`src/rtl/valve_sequencer.sv`:
```
// valve_sequencer
//   Runs a small valve program held in an external asynchronous-read
//   instruction memory. Each word is HALT, SET (open/close one valve) or
//   DELAY (wait count * unit-multiplier base ticks). Errors and aborts drive
//   every valve closed.
//
// Ports
//   clk        system clock, rising edge
//   reset      synchronous active-high reset
//   start      pulse: run program from address 0 (IDLE/HALTED/ERROR only)
//   abort      pulse: stop, close all valves, return to IDLE
//   Address    instruction-memory address
//   ReadData1  instruction word for Address (combinational)
//   valves     registered valve drive, bit n = valve n open
//   busy       FETCH, EXEC or DELAY
//   halted     HALTED
//   error      ERROR
//
// state   | meaning
// --------+------------------------------------------------------------
// IDLE    | after reset or abort, waiting for start
// FETCH   | latch the word at Address into IR, advance Address
// EXEC    | decode IR: SET, DELAY, HALT or fault
// DELAY   | prescaler/tick down-counters running
// HALTED  | HALT executed, valves hold, waiting for start
// ERROR   | fault seen, valves forced closed, waiting for start

module valve_sequencer #(
  parameter int BASE_CYCLES = 100000,
  parameter int PROG_DEPTH  = 100
) (
  input  logic        clk,
  input  logic        reset,
  input  logic        start,
  input  logic        abort,
  output logic [7:0]  Address,
  input  logic [12:0] ReadData1,
  output logic [15:0] valves,
  output logic        busy,
  output logic        halted,
  output logic        error
);

  localparam int PW = (BASE_CYCLES > 1) ? $clog2(BASE_CYCLES) : 1;
  localparam logic [PW-1:0] PRESC_RELOAD = PW'(BASE_CYCLES - 1);
  // one extra bit so a depth of 256 never wraps the compare
  localparam logic [8:0] DEPTH_LIM = 9'(PROG_DEPTH);

  localparam logic [2:0] OP_HALT  = 3'b000;
  localparam logic [2:0] OP_SET   = 3'b001;
  localparam logic [2:0] OP_DELAY = 3'b010;

  typedef enum logic [2:0] {
    S_IDLE,
    S_FETCH,
    S_EXEC,
    S_DELAY,
    S_HALTED,
    S_ERROR
  } state_t;

  state_t        state_q, state_d;
  logic [7:0]    addr_q, addr_d;
  logic [12:0]   ir_q, ir_d;
  logic [15:0]   valves_q, valves_d;
  logic [PW-1:0] presc_q, presc_d;
  logic [15:0]   tick_q, tick_d;

  logic [2:0]  op;
  logic [3:0]  set_idx;
  logic        set_val;
  logic [5:0]  dly_cnt;
  logic [2:0]  dly_unit;
  logic [15:0] dly_ticks;

  assign op       = ir_q[12:10];
  assign set_idx  = ir_q[9:6];
  assign set_val  = ir_q[0];
  assign dly_cnt  = ir_q[9:4];
  assign dly_unit = ir_q[3:1];

  // count * {1,10,100,1000}; 63 * 1000 still fits in 16 bits
  always_comb begin
    dly_ticks = 16'd0;
    case (dly_unit)
      3'b000:  dly_ticks = 16'(dly_cnt);
      3'b001:  dly_ticks = 16'(dly_cnt) * 16'd10;
      3'b010:  dly_ticks = 16'(dly_cnt) * 16'd100;
      3'b011:  dly_ticks = 16'(dly_cnt) * 16'd1000;
      default: dly_ticks = 16'd0;
    endcase
  end

  always_ff @(posedge clk) begin
    if (reset) begin
      state_q  <= S_IDLE;
      addr_q   <= 8'd0;
      ir_q     <= 13'd0;
      valves_q <= 16'd0;
      presc_q  <= '0;
      tick_q   <= 16'd0;
    end else begin
      state_q  <= state_d;
      addr_q   <= addr_d;
      ir_q     <= ir_d;
      valves_q <= valves_d;
      presc_q  <= presc_d;
      tick_q   <= tick_d;
    end
  end

  always_comb begin
    state_d  = state_q;
    addr_d   = addr_q;
    ir_d     = ir_q;
    valves_d = valves_q;
    presc_d  = presc_q;
    tick_d   = tick_q;

    if (abort) begin
      state_d  = S_IDLE;
      addr_d   = 8'd0;
      valves_d = 16'd0;
      presc_d  = '0;
      tick_d   = 16'd0;
    end else begin
      case (state_q)
        S_IDLE, S_HALTED, S_ERROR: begin
          if (start) begin
            state_d = S_FETCH;
            addr_d  = 8'd0;
          end
        end

        S_FETCH: begin
          // ran past the last program word without a HALT
          if ({1'b0, addr_q} >= DEPTH_LIM) begin
            state_d  = S_ERROR;
            valves_d = 16'd0;
          end else begin
            ir_d    = ReadData1;
            addr_d  = addr_q + 8'd1;
            state_d = S_EXEC;
          end
        end

        S_EXEC: begin
          case (op)
            OP_HALT: state_d = S_HALTED;
            OP_SET: begin
              valves_d[set_idx] = set_val;
              state_d           = S_FETCH;
            end
            OP_DELAY: begin
              if (dly_unit[2]) begin
                state_d  = S_ERROR;
                valves_d = 16'd0;
              end else if (dly_cnt == 6'd0) begin
                state_d = S_FETCH;
              end else begin
                tick_d  = dly_ticks;
                presc_d = PRESC_RELOAD;
                state_d = S_DELAY;
              end
            end
            default: begin
              state_d  = S_ERROR;
              valves_d = 16'd0;
            end
          endcase
        end

        S_DELAY: begin
          // leave on the edge where the last tick expires, so the state
          // is held for exactly ticks * BASE_CYCLES cycles
          if (presc_q == '0) begin
            presc_d = PRESC_RELOAD;
            tick_d  = tick_q - 16'd1;
            if (tick_q == 16'd1) begin
              state_d = S_FETCH;
            end
          end else begin
            presc_d = presc_q - 1'b1;
          end
        end

        default: state_d = S_IDLE;
      endcase
    end
  end

  assign Address = addr_q;
  assign valves  = valves_q;
  assign busy    = (state_q == S_FETCH) || (state_q == S_EXEC) || (state_q == S_DELAY);
  assign halted  = (state_q == S_HALTED);
  assign error   = (state_q == S_ERROR);

endmodule
```
`config.mk`:
```
export PLATFORM = sky130hd
export DESIGN_NAME = valve_sequencer
export DESIGN_NICKNAME = d
export VERILOG_FILES = /design/src/rtl/valve_sequencer.sv
export SDC_FILE = /design/constraint.sdc
export NUM_CORES = 1
export LEC_CHECK = 0
export ABC_AREA = 1
export BUFFER_PORTS_ARGS = -buffer_cell sky130_fd_sc_hd__buf_2
export CAP_MARGIN = 5
export CELL_PAD_IN_SITES_DETAIL_PLACEMENT = 1
export CELL_PAD_IN_SITES_GLOBAL_PLACEMENT = 2
export CORE_MARGIN = 2
export CORE_UTILIZATION = 31
export CTS_CLUSTER_DIAMETER = 200
export DETAILED_ROUTE_END_ITERATION = 10
export HOLD_SLACK_MARGIN = 0.05
export PLACE_DENSITY_LB_ADDON = 0.1
export SLEW_MARGIN = 10
export SYNTH_ARGS = -nofsm -noshare
export SYNTH_HDL_FRONTEND = slang
export SYNTH_SLANG_ARGS = --single-unit
```
`constraint.sdc`:
```
create_clock -name clk -period 3 [get_ports clk]
set_clock_uncertainty 0.05 [all_clocks]
set_input_delay 0.3 -clock clk [delete_from_list [all_inputs] [get_ports clk]]
set_output_delay 0.3 -clock clk [all_outputs]
set_load 0.02 [all_outputs]
```
==> impl_metrics.env <==
export IMPL_drt_initial_drc_count=219
export IMPL_drtPass1Iterations=4
export IMPL_rows=50
export IMPL_final_common_cell="nand2_1"
export IMPL_worstPathMaxFanout=3
export IMPL_vias=5925
export IMPL_start_util_pct=31.7
export IMPL_synthesis_nets=1007
export IMPL_wl_per_cell_um=15.0
export IMPL_cts_sinks=73
export IMPL_ir_drop_mv=0.231
export IMPL_syn2layout_area_growth_pct=20.3
export IMPL_cp_num_buf_inv=4
export IMPL_cts_hold_buffers=0
export IMPL_fin_ws_ps=-176
export IMPL_synthCells=917
export IMPL_ys_warnings_count=0
export IMPL_first_global_vias=6113
export IMPL_die_h_um=142
export IMPL_clk_pin_slew_ps=70
export IMPL_final_util_pct=38.1
export IMPL_htreeDepth=3
export IMPL_worstMarginPinSlew_ps=724
export IMPL_r2r_slack_ps=-180
export IMPL_crit_required_ps=3180
export IMPL_slowest_stage="fa_2"
export IMPL_hold_viol=0
export IMPL_ys_seq_area_share_pct=24.7
export IMPL_grt_util_all_layers_pct=19.5
export IMPL_drive_above_1_share_pct=16.3
export IMPL_grt_antenna_before_repair=0
export IMPL_hpwlAfterDp_um=14400
export IMPL_final_cell_mix="220 x nand2_1, 127 x inv_1, 125 x nor2_1"
export IMPL_layout_nets=1086
export IMPL_cts_root_buffer="clkbuf_16"
export IMPL_wl_um=18500
export IMPL_async_reset_ff_share_pct=0
export IMPL_arrival_ps=3360
export IMPL_setup_viol=8
export IMPL_rsz0062_at_grt="yes"
export IMPL_cts_tree="done"
export IMPL_io_buffers=43
export IMPL_p_total_uw=2490
export IMPL_fillers=2432
export IMPL_fin_crit_ps=3180
export IMPL_ys_seq_elements=73
export IMPL_cellPowerDensity_nw_per_um2=350
export IMPL_gr_total_overflow=0
export IMPL_worstSetupEndpointType="flop"
export IMPL_critPathMostFrequentCell="nor2_1"
export IMPL_slowest_delay_ps=630
export IMPL_avgSynthCellArea_sq_um=6.46
export IMPL_cp_cell_sequence="fa_2 -> ha_4 -> inv_2 -> fa_1 -> inv_1 -> ha_2 -> inv_2 -> fa_2 -> nor2_1 -> a21oi_1 -> nand3_1 -> nand2_1 -> inv_1 -> nor2_1 -> nor2_1"
export IMPL_start_kind="flop"
export IMPL_maxSlewViolCount=0
export IMPL_drtAntennaViolNets=0
export IMPL_cts_buffers=9
export IMPL_grt_pass1_wl_um=31400
export IMPL_hold_class="in2reg"
export IMPL_fmax_mhz=315
export IMPL_cp_top_family="adder cells"
export IMPL_die_area_sq_um=20200
export IMPL_cap_violations=0
export IMPL_p_leak_uw=0.00366
export IMPL_gp_congestion=0.805
export IMPL_drc=0
export IMPL_ys_flop_type="dfxtp_1"
export IMPL_grt_max_degree=29
export IMPL_die_w_um=142
export IMPL_core_area_sq_um=18700
export IMPL_netlist_area_sq_um=5920
export IMPL_clock_latency_ps=350
export IMPL_synth_edf_count=0
export IMPL_violations="setup timing"
export IMPL_status="finished with violations"
export IMPL_insertedDiodeCount=0
export IMPL_synth_cell_types=39
export IMPL_slew_headroom_pct=51.7
export IMPL_ios=44
export IMPL_cts_max_path_buffers=2
export IMPL_fin_crit_sh_pct=106
export IMPL_viasPerCell=4.80
export IMPL_criticalPathCategory="reg2reg"
-- sequential cells by signal, summed over array words and instances (netlist names) --
register	flops
valves	16
state_q	3
Address	8
presc_q	17
tick_q	16
ir_q	13
-- per-stage QoR --
stage | worst slack [ps] | instances | hold slack [ps] | instance area, sq um | TNS [ps]
2_1_floorplan | -14.0 | 917 | 319 | 5980 | -14.0
3_3_place_gp | -178 | 1214 | 403 | 6690 | -1130
3_5_place_dp | -201 | 1214 | 408 | 6690 | -1330
4_1_cts | -183 | 1233 | 144 | 7070 | -1090
5_1_grt | -376 | 1235 | 168 | 7130 | -2410
6_report | -176 | 1235 | 155 | 7130 | -942
-- Yosys cell counts, drive strengths merged (3+ instances only) --
cell,number,area [sq um]
clkbuf,13,50.0
inv,139,524
o22ai,5,31.3
nand2,232,891
nand4,24,150
nand3,54,275
nor2,130,493
xor2,8,70.1
fa,15,300
nor3,12,87.6
xnor2,7,61.3
buf,8,60.1
ha,58,726
a21oi,65,337
or2,3,18.8
o21ai,55,275
o21bai,3,22.5
nand3b,4,30.0
dfxtp,73,1460
-- kinds of logic (layout without fill, tap and decap cells) --
group / count (synthesis) / after routing / synth area share [%]
AOI/OAI and AO/OA: 134 / 134 / 12.0
xor gates and xnor gates: 15 / 15 / 2.22
adders and majority gates: 73 / 73 / 17.3
buffers and inverters: 161 / 245 / 10.8
DFF: 73 / 73 / 24.7
and+or+nand+nor: 461 / 461 / 33.1
-- timing repair --
item                       4_1_cts  5_1_grt
resized for setup               15       16
setup buffers                    3        2
setup endpoints to repair        8        8
pin swaps                       21       17
cloned                           0        0
-- worst paths after layout --
| path | endpoint | from | cells after the start |
|---|---|---|---|
| worst max-delay path | tick_q[8]$_SDFFE_PP0P_ | ir_q[6]$_SDFFE_PP0P_ | 15 |
| worst min-delay path | ir_q[6]$_SDFFE_PP0P_ | ReadData1[6] | 3 |
| worst max register to register | tick_q[8]$_SDFFE_PP0P_ | ir_q[6]$_SDFFE_PP0P_ | 15 |
| worst min register to register | presc_q[16]$_SDFFE_PP0P_ | presc_q[16]$_SDFFE_PP0P_ | 2 |
-- layout make-up --
cell class / count / area (sq um) / share of cell area, %
clock buffer: 10 / 229 / 3.21
tap: 234 / 293 / 4.11
timing repair buffer: 89 / 561 / 7.86
clock inverter: 6 / 92.6 / 1.30
sequential: 73 / 1480 / 20.7
multi-input combinational: 683 / 3950 / 55.4
inverter: 140 / 528 / 7.41
-- worst reg2reg max path, cell delays in order, from the launching register on --
cell and delay (ps):
dfxtp_4 350, fa_2 630, ha_4 220, inv_2 50
fa_1 400, inv_1 70, ha_2 180, inv_2 40
fa_2 520, nor2_1 50, a21oi_1 140, nand3_1 100
nand2_1 70, inv_1 40, nor2_1 90, nor2_1 50
-- power by group --
part	switching, uW	internal (uW)
sequential	13.0	977
clock	468	732
combinational	186	117
total	667	1830
-- routing by layer --
layer / global-route usage [%] / wire length, um
met2: 34.2 / 8890
met3: 2.49 / 330
met1: 25.8 / 9080
met5: 0 / 0
met4: 3.84 / 189
Power figures use the tool's default switching activity.
